`config.mk`:
```
export PLATFORM = sky130hd
export DESIGN_NAME = ifetch_queue
export DESIGN_NICKNAME = d
export VERILOG_FILES = /design/src/rtl/ifetch_queue.sv
export SDC_FILE = /design/constraint.sdc
export NUM_CORES = 1
export LEC_CHECK = 0
export CAP_MARGIN = 25
export CORE_MARGIN = 1.5
export CORE_UTILIZATION = 55
export CTS_CLUSTER_SIZE = 8
export DETAILED_ROUTE_END_ITERATION = 6
export PLACE_DENSITY = 0.84
export SLEW_MARGIN = 20
export SYNTH_ARGS = -nofsm -noshare
export SYNTH_HDL_FRONTEND = slang
export SYNTH_SLANG_ARGS = --single-unit
```
`constraint.sdc`:
```
create_clock -name clk -period 11.69 [get_ports clk]
set_input_delay 2.338 -clock clk [delete_from_list [all_inputs] [get_ports clk]]
set_output_delay 2.338 -clock clk [all_outputs]
set_load 0.02 [all_outputs]
```
`src/rtl/ifetch_queue.sv`:
```
// Instruction prefetch queue between imem and the IF/ID register.
// Define IFQ_BYPASS_EN to forward a response straight to an empty head.
module ifetch_queue #(
  parameter int ADDR_W = 32,
  parameter int INSTR_W = 32,
  parameter int DEPTH = 4,
  parameter logic [ADDR_W-1:0] RESET_PC = '0
) (
  input  logic               clk,
  input  logic               reset,
  input  logic               redirect_i,
  input  logic [ADDR_W-1:0]  redirect_pc_i,
  output logic               imem_req_valid,
  input  logic               imem_req_ready,
  output logic [ADDR_W-1:0]  imem_req_addr,
  input  logic               imem_rsp_valid,
  input  logic [INSTR_W-1:0] imem_rsp_data,
  input  logic               deq_ready,
  output logic               deq_valid,
  output logic [INSTR_W-1:0] deq_instr,
  output logic [ADDR_W-1:0]  deq_pc,
  output logic [ADDR_W-1:0]  deq_pcplus4
);

  localparam int PW = $clog2(DEPTH);
  localparam int CW = PW + 1;

  typedef logic [PW-1:0] ptr_t;
  typedef logic [CW-1:0] cnt_t;
  typedef enum logic [1:0] {
    FREE,
    PEND,
    FILL
  } slot_e;

  localparam cnt_t FULL = CW'(DEPTH);
  localparam logic [ADDR_W-1:0] STEP = ADDR_W'(4);

  slot_e               st_q    [DEPTH];
  logic [ADDR_W-1:0]   pc_q    [DEPTH];
  logic [INSTR_W-1:0]  instr_q [DEPTH];

  ptr_t                alloc_ptr;
  ptr_t                fill_ptr;
  ptr_t                head_ptr;
  cnt_t                used;
  cnt_t                pend;
  cnt_t                drop_cnt;
  logic [ADDR_W-1:0]   fetch_pc;

  logic                req_fire;
  logic                rsp_drop;
  logic                rsp_fill;
  logic                head_filled;
  logic                byp;
  logic                deq_fire;
  logic                byp_take;
  logic                unused_lsb;

  assign unused_lsb = ^redirect_pc_i[1:0];

  assign imem_req_valid = !reset && !redirect_i
                       && (used < FULL);
  assign imem_req_addr  = fetch_pc;
  assign req_fire = imem_req_valid && imem_req_ready;

  // Responses with nothing outstanding fall through both terms.
  assign rsp_drop = imem_rsp_valid && (drop_cnt != '0);
  assign rsp_fill = imem_rsp_valid && (drop_cnt == '0)
                 && (pend != '0);

  assign head_filled = (st_q[head_ptr] == FILL);

`ifdef IFQ_BYPASS_EN
  assign byp = rsp_fill && (fill_ptr == head_ptr)
            && (st_q[head_ptr] == PEND);
  assign deq_instr = head_filled ? instr_q[head_ptr]
                                 : imem_rsp_data;
`else
  assign byp = 1'b0;
  assign deq_instr = instr_q[head_ptr];
`endif

  assign deq_valid   = !reset && (head_filled || byp);
  assign deq_pc      = pc_q[head_ptr];
  assign deq_pcplus4 = pc_q[head_ptr] + STEP;
  assign deq_fire    = deq_valid && deq_ready && !redirect_i;
  assign byp_take    = byp && deq_fire;

  always_ff @(posedge clk) begin
    if (reset) begin
      fetch_pc  <= RESET_PC;
      alloc_ptr <= '0;
      fill_ptr  <= '0;
      head_ptr  <= '0;
      used      <= '0;
      pend      <= '0;
      drop_cnt  <= '0;
      for (int i = 0; i < DEPTH; i++) st_q[i] <= FREE;
    end else if (redirect_i) begin
      fetch_pc  <= {redirect_pc_i[ADDR_W-1:2], 2'b00};
      alloc_ptr <= '0;
      fill_ptr  <= '0;
      head_ptr  <= '0;
      used      <= '0;
      pend      <= '0;
      // Every still-pending fetch becomes a stale response to swallow.
      drop_cnt  <= drop_cnt - cnt_t'(rsp_drop)
                 + pend - cnt_t'(rsp_fill);
      for (int i = 0; i < DEPTH; i++) st_q[i] <= FREE;
    end else begin
      if (req_fire) begin
        st_q[alloc_ptr] <= PEND;
        alloc_ptr       <= alloc_ptr + 1'b1;
        fetch_pc        <= fetch_pc + STEP;
      end
      if (rsp_drop) drop_cnt <= drop_cnt - 1'b1;
      if (rsp_fill) begin
        fill_ptr <= fill_ptr + 1'b1;
        if (!byp_take) st_q[fill_ptr] <= FILL;
      end
      if (deq_fire) begin
        st_q[head_ptr] <= FREE;
        head_ptr       <= head_ptr + 1'b1;
      end
      used <= used + cnt_t'(req_fire) - cnt_t'(deq_fire);
      pend <= pend + cnt_t'(req_fire) - cnt_t'(rsp_fill);
    end
  end

  always_ff @(posedge clk) begin
    if (req_fire) pc_q[alloc_ptr] <= fetch_pc;
    if (rsp_fill) instr_q[fill_ptr] <= imem_rsp_data;
  end

endmodule

```
==> key figures <==
Yosys
  • Synth Area in Compound Gates: 3.199%
  • Xor-xnor portion of the synthesized cell area: 3.482%
  • Synth Area in Simple Gates: 9.003%
  • Main synth FF type: edfxtp_1
  • Seq/Total Area, Yosys: 66.64%
  • Async set-reset flop share out of synthesis: 0%
  • Mux cell area share after synthesis: 11.96%
  • Synth Cell Area: 12830 um2
  • Synthesized area per cell: 15.91 um2
  • Adder-Cell Fraction of Synth Area: 2.926%
  • Largest family of logic cells by synthesized area: multiplexers
  • EDFF count, synth: 248
  • Cells after Synth: 806
  • Synth Register Bits: 303
  • Yosys cell types: 51
  • Yosys Warn Count: 0

Hold path
  • Hold path depth: 2
  • Min-delay src: alloc_ptr[0]
  • Hold EP: alloc_ptr[0]
  • Worst Hold Class: flip-flop to flip-flop

Placed design
  • Port Buffers: 191
  • Dpl cells: 1284
  • Placed wire-length estimate: 18530 um
  • Placer congestion estimate: 0.8988

Timing
  • RSZ-0062 raised after global routing: no
  • Tcrit/Tclk final: 61.30%
  • Worst Tran Pin Value: 964.3 ps
  • Final Hold Viols: 0
  • Final Critical Period: 7166 ps
  • Max-slew violation count: 0
  • Setup TNS: 0 ps
  • Worst slew margin: 35.71%
  • Setup violators final: 0
  • Fmax: 0.1395 GHz
  • Worst clock skew: 14.93 ps

Detailed routing
  • Wire per inst: 21.45 um
  • Antenna Violating Nets Remaining: 0
  • Drt total wl: 29050 um
  • Vias per cell: 5.804
  • Iter 0 DRT Violations: 595
  • Drt pass-1 iters: 7
  • DRC viols: 0
  • Via count: 7859

Global routing
  • Initial antenna violation count: 1
  • GR Overflow Total: 0
  • Largest net degree at the start of global routing: 43
  • Gr usage total: 24.31%
  • Vias in the first global route: 7844
  • First-pass GRT wire length: 44330 um

Power
  • Leakage: 5.406 nW
  • P per Cell Area: 155.0 nW/um2
  • Pwr Total: 2.514 mW
  • Worst vdd ir: 0.09984 mV

Clock tree
  • CTS Hold Bufs: 0
  • Post-CTS setup buffers: 0
  • Clock slew at reported path FFs: 50 ps
  • Clk buf depth: 3
  • Num CTS Buffers: 43
  • H-tree Lvls: 2
  • CTS tree: yes
  • Clock Tree Root: clkbuf_16
  • Clock sinks: 303
  • Post-cts gate resize count: 0
  • Later-pin clock latency in the skew report: 520 ps

Setup path
  • Worst R2R Path Depth: 16
  • Reg-to-reg startpoint: drop_cnt[0]
  • R2R Path End: drop_cnt[2]
  • R2R Setup Slk: 7610 ps
  • Critical Path Sink Type: primary output
  • Req. time, crit path: 9350 ps
  • Critical Path AT: 4830 ps
  • WS Path Type: input port to primary output
  • CP Max Fanout: 42
  • Startpoint Class: input port

Run status
  • Status: finished clean

Die
  • Die height: 155.7 um
  • Die area: 24250 um2
  • Initial Util: 56.31%
  • IO Pins: 200
  • Die width: 155.7 um
  • Row count: 55
  • Core Box Area: 22780 um2

Final layout
  • Final Net Count: 1113
  • Finished Layout Cells: 1354
  • Most frequent cells in the layout: edfxtp_1 (248), clkdlybuf4s50_1 (191), dfxtp_1 (53), nand2_1 (50), nor2_1 (46)
  • Area delta synth->final: 26.47%
  • Filler cells: 1453
  • Most common cell after layout, fill and taps aside: edfxtp_1
  • Share of layout cells above drive strength 1: 10.48%

Job
  • Max_cap viols: 0
per-layer routing:
layer / share of wire (%) / track usage (%)
met5: 0 / 0
met4: 3.6 / 10.29
met3: 6.1 / 4.250
met2: 49 / 39.69
met1: 41 / 32.60
worst max-delay path, cell delays in order:
cell	delay, ps
clkdlybuf4s50_1	400
buf_4	240
inv_1	80
buf_4	390
nand2_1	490
nor2_1	240
clkdlybuf4s50_1	630
cells by family after synthesis:
family | after synthesis
buf+inv | 74
other cells | 1
flops | 303
fa+ha+maj | 27
xor+xnor | 51
simple gates | 218
mux | 67
compound gates | 65
state kept, by name, summed over array words and instances (netlist names), named ones only:
name	flops
alloc_ptr	2
drop_cnt	3
fill_ptr	2
head_ptr	2
imem_req_addr	30
instr_q	128
pc_q	120
pend	3
st_q	8
used	3
report_power, final:
part | internal, mW | switching (mW) | leakage (nW)
Sequential | 1.19 | 0.0235 | 2.71
Clock | 0.688 | 0.417 | 0.581
Combinational | 0.0914 | 0.102 | 2.11
layout make-up:
type / count / area, um2 / share of cell area, %
repair buffers: 202 / 1994 / 12.29
clock inverters: 2 / 25.02 / 0.1542
clock buffers: 67 / 1187 / 7.319
well taps: 313 / 391.6 / 2.414
flip-flops and latches: 303 / 8553 / 52.72
inverters: 32 / 120.1 / 0.7404
multi-input cells: 434 / 3949 / 24.34
diodes: 1 / 2.502 / 0.01542
worst max-delay path by stage:
| stage | start | end | slack [ps] | depth (start not counted) |
|---|---|---|---|---|
| after floorplan | reset | imem_req_valid | 6070 | 5 |
| after detailed placement | redirect_i | imem_req_valid | 4570 | 7 |
| after global routing | redirect_i | imem_req_valid | 4370 | 7 |
| final | redirect_i | imem_req_valid | 4520 | 7 |
| after global placement | redirect_i | imem_req_valid | 4570 | 7 |
| after CTS | redirect_i | imem_req_valid | 4550 | 7 |
per-stage QoR:
step                      setup slack (ps)  hold WS, ps  utilization [%]  instance area (um2)
final                                 4524        498.3            71.22                16220
after global routing                  4366        542.7            71.22                16220
after CTS                             4550        495.6            71.21                16220
after floorplan                       6069        465.8                -                12850
after detailed placement              4574        490.8            65.89                15010
after global placement                4572        482.2            65.89                15010
cell usage after synthesis (2+ instances only):
cell type / count / area share (%)
a211oi_1: 5 / 0.29
a21oi_1: 24 / 0.94
a22oi_1: 5 / 0.29
a311oi_1: 2 / 0.14
a31oi_1: 9 / 0.44
and2_1: 17 / 0.83
and3_1: 11 / 0.54
and4_1: 8 / 0.55
buf_12: 2 / 0.31
buf_2: 5 / 0.20
buf_4: 8 / 0.47
clkbuf_1: 26 / 0.76
dfxtp_1: 55 / 8.6
edfxtp_1: 248 / 58
fa_1: 5 / 0.78
ha_1: 22 / 2.1
inv_1: 31 / 0.91
mux2i_1: 4 / 0.31
mux4_1: 20 / 4.1
mux4_2: 43 / 7.5
nand2_1: 50 / 1.5
nand2b_1: 7 / 0.34
nand3_1: 20 / 0.78
nand4_1: 18 / 0.88
nor2_1: 46 / 1.3
nor2b_1: 4 / 0.20
nor3_1: 10 / 0.39
nor3b_1: 4 / 0.23
nor4_1: 9 / 0.44
o211ai_1: 5 / 0.29
o21ai_0: 7 / 0.27
o311ai_0: 3 / 0.20
or3_1: 4 / 0.20
or4_1: 3 / 0.18
xnor2_1: 36 / 2.5
xor2_1: 15 / 1.0
No activity file was read; power rests on OpenSTA's default activity.
